--- src/rtl/divider_ctrl_if.sv ---
// Configuration request port of divider_ctrl: valid/ready handshake plus a one-cycle reject pulse.
// The master side (requester) drives the payload; the controller drives cfg_ready and cfg_err.
interface divider_ctrl_if #(
  parameter int CNT_W = 8
);
  logic             cfg_valid;
  logic             cfg_ready;
  logic             cfg_ch;
  logic [CNT_W-1:0] cfg_half;
  logic             cfg_en;
  logic             cfg_err;

  modport master (
    output cfg_valid, cfg_ch, cfg_half, cfg_en,
    input  cfg_ready, cfg_err
  );

  modport slave (
    input  cfg_valid, cfg_ch, cfg_half, cfg_en,
    output cfg_ready, cfg_err
  );
endinterface

--- src/rtl/divider_ctrl.sv ---
// Two-channel runtime-reconfigurable divider of clock1M; clocks, ticks and cfg_err are registered (1 cycle).
// cfg_ready drops while an accepted update waits for its channel's full-period boundary (<= 2*H_old edges).
module divider_ctrl #(
  parameter int CNT_W         = 8,
  parameter int DEF_FAST_HALF = 5,
  parameter int DEF_SLOW_HALF = 50
) (
  input  logic          clock1M,
  input  logic          reset,
  divider_ctrl_if.slave cfg,
  output logic          clk_100KHz,
  output logic          clk_10KHz,
  output logic          tick_fast,
  output logic          tick_slow,
  output logic [1:0]    ch_en
);

  typedef enum logic {IDLE, WAIT} state_t;

  state_t           state;
  logic [CNT_W-1:0] half_q [2];
  logic [CNT_W-1:0] cnt_q  [2];
  logic [CNT_W-1:0] last   [2];
  logic [1:0]       en_q;
  logic [1:0]       out_q;
  logic [1:0]       tick_q;
  logic             sh_ch;
  logic [CNT_W-1:0] sh_half;
  logic             sh_en;
  logic             err_q;
  logic             apply;

  always_comb begin
    for (int i = 0; i < 2; i++) begin
      last[i] = half_q[i] - CNT_W'(1);
    end
  end

  // Update lands only where the target channel would finish a full period, or at once if it is stopped.
  always_comb begin
    apply = 1'b0;
    if (state == WAIT) begin
      apply = !en_q[sh_ch] || ((cnt_q[sh_ch] == last[sh_ch]) && out_q[sh_ch]);
    end
  end

  always_ff @(posedge clock1M) begin
    if (reset) begin
      state     <= IDLE;
      half_q[0] <= CNT_W'(DEF_FAST_HALF);
      half_q[1] <= CNT_W'(DEF_SLOW_HALF);
      cnt_q[0]  <= '0;
      cnt_q[1]  <= '0;
      en_q      <= 2'b11;
      out_q     <= 2'b00;
      tick_q    <= 2'b00;
      err_q     <= 1'b0;
      sh_ch     <= 1'b0;
      sh_half   <= '0;
      sh_en     <= 1'b0;
    end else begin
      err_q <= 1'b0;
      for (int i = 0; i < 2; i++) begin
        tick_q[i] <= 1'b0;
        if (apply && (sh_ch == 1'(i))) begin
          half_q[i] <= sh_half;
          en_q[i]   <= sh_en;
          cnt_q[i]  <= '0;
          out_q[i]  <= 1'b0;
        end else if (!en_q[i]) begin
          cnt_q[i]  <= '0;
          out_q[i]  <= 1'b0;
        end else if (cnt_q[i] == last[i]) begin
          cnt_q[i]  <= '0;
          out_q[i]  <= !out_q[i];
          tick_q[i] <= !out_q[i];
        end else begin
          cnt_q[i]  <= cnt_q[i] + CNT_W'(1);
        end
      end

      case (state)
        IDLE: begin
          if (cfg.cfg_valid) begin
            if (cfg.cfg_half == '0) begin
              err_q <= 1'b1;
            end else begin
              sh_ch   <= cfg.cfg_ch;
              sh_half <= cfg.cfg_half;
              sh_en   <= cfg.cfg_en;
              state   <= WAIT;
            end
          end
        end
        WAIT: begin
          if (apply) begin
            state <= IDLE;
          end
        end
        default: state <= IDLE;
      endcase
    end
  end

  assign cfg.cfg_ready = (state == IDLE);
  assign cfg.cfg_err   = err_q;
  assign clk_100KHz    = out_q[0];
  assign clk_10KHz     = out_q[1];
  assign tick_fast     = tick_q[0];
  assign tick_slow     = tick_q[1];
  assign ch_en         = en_q;

endmodule

--- src/flat_wrapper.sv ---
// flat-port wrapper written by rule: the top's interface ports become plain ports
module divider_ctrl_flat 
#(
  parameter int CNT_W         = 8,
  parameter int DEF_FAST_HALF = 5,
  parameter int DEF_SLOW_HALF = 50
)
  (clock1M, reset, clk_100KHz, clk_10KHz, tick_fast, tick_slow, ch_en, cfg_cfg_valid, cfg_cfg_ch, cfg_cfg_half, cfg_cfg_en, cfg_cfg_ready, cfg_cfg_err);
  divider_ctrl_if #(.CNT_W(CNT_W)) cfg_i ();
  input  logic clock1M;
  input  logic reset;
  output logic clk_100KHz;
  output logic clk_10KHz;
  output logic tick_fast;
  output logic tick_slow;
  output logic [1:0] ch_en;
  input wire logic [$bits(cfg_i.cfg_valid)-1:0] cfg_cfg_valid;
  input wire logic [$bits(cfg_i.cfg_ch)-1:0] cfg_cfg_ch;
  input wire logic [$bits(cfg_i.cfg_half)-1:0] cfg_cfg_half;
  input wire logic [$bits(cfg_i.cfg_en)-1:0] cfg_cfg_en;
  output wire logic [$bits(cfg_i.cfg_ready)-1:0] cfg_cfg_ready;
  output wire logic [$bits(cfg_i.cfg_err)-1:0] cfg_cfg_err;
  assign cfg_i.cfg_valid = cfg_cfg_valid;
  assign cfg_i.cfg_ch = cfg_cfg_ch;
  assign cfg_i.cfg_half = cfg_cfg_half;
  assign cfg_i.cfg_en = cfg_cfg_en;
  assign cfg_cfg_ready = cfg_i.cfg_ready;
  assign cfg_cfg_err = cfg_i.cfg_err;
  divider_ctrl #(.CNT_W(CNT_W), .DEF_FAST_HALF(DEF_FAST_HALF), .DEF_SLOW_HALF(DEF_SLOW_HALF)) u_core (.clock1M(clock1M), .reset(reset), .cfg(cfg_i), .clk_100KHz(clk_100KHz), .clk_10KHz(clk_10KHz), .tick_fast(tick_fast), .tick_slow(tick_slow), .ch_en(ch_en));
endmodule
--- config.mk ---
export PLATFORM = sky130hd
export DESIGN_NAME = divider_ctrl_flat
export DESIGN_NICKNAME = d
export VERILOG_FILES = /design/src/rtl/divider_ctrl_if.sv /design/src/rtl/divider_ctrl.sv /design/src/flat_wrapper.sv
export SDC_FILE = /design/constraint.sdc
export NUM_CORES = 1
export LEC_CHECK = 0
export BUFFER_PORTS_ARGS = -buffer_cell sky130_fd_sc_hd__clkbuf_2
export CAP_MARGIN = 15
export CORE_MARGIN = 2
export CORE_UTILIZATION = 65
export CTS_CLUSTER_DIAMETER = 120
export CTS_CLUSTER_SIZE = 28
export DETAILED_ROUTE_END_ITERATION = 16
export PLACE_DENSITY = 0.85
export SYNTH_ARGS = -nofsm -noshare
export SYNTH_HDL_FRONTEND = slang
export SYNTH_SLANG_ARGS = --single-unit
--- constraint.sdc ---
create_clock -name clock1M -period 9.84 [get_ports clock1M]
set_clock_uncertainty 0.15 [all_clocks]
set_input_delay 0.984 -clock clock1M [delete_from_list [all_inputs] [get_ports clock1M]]
set_output_delay 0.984 -clock clock1M [all_outputs]
set_load 0.01 [all_outputs]
==> implementation parameters <==
Parameter                              Value

Outcome
  Result of the run    finished, final reports clean

Routing
  Via count    2760
  Wirelength, routed    7340 um
  Number of vias per cell    6.15
  Iteration-0 DRC count of the detailed router    233
  Post-detailed-route wirelength per cell    16.3 um
  Length of the first detailed-routing pass in iterations    5
  DRC    0
  Detail Route Antenna Nets    0

Timing
  Share of the cycle needed by the critical path after routing    36.9%
  Clock period minus worst slack    3.63 ns
  Maximum clock frequency    approximately 0.28 GHz
  Total negative slack    0 ns
  Transition time at the pin with the least slew margin    roughly 0.94 ns
  Max-slew violation count    0
  Count of endpoints failing setup in the final report    0
  Worst-case headroom to the max-slew limit    37.1%
  Tightest hold margin    0.320 ns
  Final count of hold timing violations    0
  RSZ-0062 raised after global routing    false

Worst setup path
  Delay contributed by the slowest stage of the critical path    about 0.56 ns
  Launching point of the worst reg2reg path    u_core.half_q[0][8]$_SDFFCE_PP0P_
  Worst reg2reg setup slack    6.21 ns
  Data arrival time of the critical path    3.44 ns
  Logic depth of the worst path, buffers included    9
  CP bufs+invs    1
  First element of the critical path    u_core.half_q[0][8]$_SDFFCE_PP0P_
  Worst Path Max Fanout    14
  Critical Path End    u_core.half_q[0][12]$_SDFFCE_PP1P_
  Worst Setup End Kind    flop
  Kind of cell adding the most delay to the critical path    compound AO/OA/AOI/OAI gates
  Startpoint-to-endpoint class of the critical path    flop to flop
  Critical Path Source Type    flop
  Worst reg2reg path endpoint    u_core.half_q[0][12]$_SDFFCE_PP1P_
  Critical Path RT    9.64 ns
  CP Cell Sequence    inv_1, ha_1, nor3b_1, mux2_2, a21oi_1, a2bb2oi_1, and4_1, nor2_2, o21bai_1
  R2r worst-path depth    9
  CP max-delay cell    o21bai_1

Global routing
  Number of antenna violations at the first check in global routing    0
  Global route overflow    0
  Wire length of the first global-routing pass    12000 um
  All-layer global routing usage    28.8%
  Pin count of the biggest net entering global routing    28
  Via count of the first global-routing pass    2663

Yosys
  Seq cells post-synth    51
  FFs w/ async S/R, synth    0%
  Primary flip-flop cell chosen by synthesis mapping    edfxtp_1
  Number of flops mapped to enable cells by yosys    32
  Count of yosys warnings during synthesis    0
  Synthesized area per cell    9.18 um2
  Distinct cell type count after synthesis    55
  Part of the Yosys area used for sequential elements    40.9%
  Netlist area before placement    3280 um2
  Post-Syn Instances    357

Pwr
  Total power after layout    442 uW
  Static leakage    0.00121 uW
  Peak supply drop    0.141 mV
  Pwr dens    125 nW/um2

Floorplanning
  Width of the die    75.0 um
  Starting density of the core    about 68%
  Height of the chip    75.0 um
  Number of primary I/O pins    21
  Row cnt    25
  Floorplan die area    around 5600 um2
  Core Box Area    4790 um2

Layout
  Commonest non-fill, non-tap cells in the layout    41 x nand2_1, 36 x nor2_1, 32 x edfxtp_1, 20 x clkbuf_2, 19 x dfxtp_1
  Share of post-route cells with drive strength above 1    11.0%
  Antenna cells    0
  Number of filler cells placed in the layout    approximately 360
  Net count reported at finish    398
  Core Util, Final    73.8%
  Area Overhead vs Synth    7.75%
  Leading cell type in the layout, fill and taps excluded    nand2_1

CTS
  Clock Tree Buf Depth    2
  TritonCTS clock tree    yes
  Clock-pin transition on the worst setup and hold timing paths    around 0.09 ns
  CTS buffer count    5
  Clock root buffer    clkbuf_8
  Post-CTS Setup Bufs    0
  Clock latency on the worst-skew pair    0.31 ns
  Gates resized, CTS repair    0
  Clock sinks    51
  Hold-fix buffers, CTS    0
  Depth of the CTS H-tree    2

Hold path
  HP Class    flop to flop
  Number of cells on the worst hold path    2

Place
  # port buffers    20
  Half-perimeter wire length after placement    5530 um
  Gpl congestion    0.964

Run
  Number of max-capacitance violations reported    0
stage by stage:
| stage | std cells | worst slack, ns | cell area [um2] |
|---|---|---|---|
| global route | 449 | 5.93 | 3530 |
| CTS | 449 | 6.27 | 3530 |
| floorplan | 372 | 6.55 | 3330 |
| global placement | 441 | 6.39 | 3440 |
| finish | 449 | 6.21 | 3530 |
| detailed placement | 441 | 6.31 | 3440 |
tightest hold or removal path, cell delays in order, from the launching register on:
cell	delay, ns
dfxtp_1	0.32
nand2_1	0.05
a21oi_1	0.05
Yosys cell counts (2+ instances only):
library cell	count	area, um2
a211oi_1	5	37.5
a21oi_1	14	70.1
a221o_1	2	20.0
a22oi_1	2	15.0
a31oi_1	4	25.0
and2_1	3	18.8
and3_1	4	25.0
and4_1	3	26.3
buf_2	2	10.0
clkbuf_1	15	56.3
dfxtp_1	19	380
edfxtp_1	32	961
ha_1	4	50.1
inv_1	11	41.3
mux2_2	4	45.0
mux2i_1	14	140
nand2_1	41	154
nand2b_1	8	50.1
nand3_1	10	50.1
nand3b_1	2	15.0
nand4_1	9	56.3
nor2_1	36	135
nor2b_1	5	31.3
nor3_1	14	70.1
nor3b_1	5	37.5
nor4_1	13	81.3
o211ai_1	4	30.0
o21ai_0	4	20.0
or3_1	7	43.8
or4_1	3	22.5
or4b_2	2	20.0
xnor2_1	18	158
xor2_1	16	140
worst min path at each step:
stage	start	to	slack, ns
floorplan	u_core.sh_half[6]$_SDFFE_PP0P_	u_core.sh_half[6]$_SDFFE_PP0P_	0.29
global placement	u_core.sh_half[6]$_SDFFE_PP0P_	u_core.sh_half[6]$_SDFFE_PP0P_	0.30
detailed placement	u_core.sh_half[7]$_SDFFE_PP0P_	u_core.sh_half[7]$_SDFFE_PP0P_	0.31
CTS	u_core.sh_half[7]$_SDFFE_PP0P_	u_core.sh_half[7]$_SDFFE_PP0P_	0.32
global route	u_core.sh_half[1]$_SDFFE_PP0P_	u_core.sh_half[1]$_SDFFE_PP0P_	0.34
finish	u_core.sh_half[7]$_SDFFE_PP0P_	u_core.sh_half[7]$_SDFFE_PP0P_	0.32
cell families (layout without fill, tap and decap cells):
group	Yosys count	after routing	synth area share (%)
DFF	51	51	40.9
and+or+nand+nor	170	170	27.0
adders and majority gates	4	4	1.53
xor gates and xnor gates	35	35	9.78
other	1	16	0.114
AOI/OAI and AO/OA	48	48	11.2
buffers and inverters	30	40	3.74
muxes	18	18	5.65
state kept, by name, indices dropped and copies added (netlist names), named ones only:
signal / count
u_core.cnt_q: 16
u_core.sh_half: 8
u_core.sh_en: 1
u_core.ch_en: 2
u_core.state: 1
u_core.out_q: 2
u_core.cfg.cfg_err: 1
u_core.sh_ch: 1
u_core.half_q: 16
u_core.tick_q: 2
area by class of cell:
cell class                      count  area (um2)  area share (%)
Clock buffer                        6        72.6            2.06
Clock inverter                      2        15.0           0.425
Inverter                           11        41.3            1.17
Multi-Input combinational cell    291        1870            52.9
Sequential cell                    51        1340            38.0
Tap cell                           67        83.8            2.38
Timing Repair Buffer               21         108            3.05
per-layer routing:
layer  routed length (um)  vias to the layer above  GRT usage [%]
li1                     -                     1328              -
met1                 3160                     1310           36.8
met2                 3620                      104           49.3
met3                  387                       18           4.28
met4                  173                        0           10.9
met5                    0                        -              0
power by group:
part           total [uW]  switching [uW]  internal [uW]
registers             255            16.7            238
logic                64.4            37.0           27.4
clock network         123            71.3           51.4
total                 442             125            317
Power figures use the tool's default switching activity.
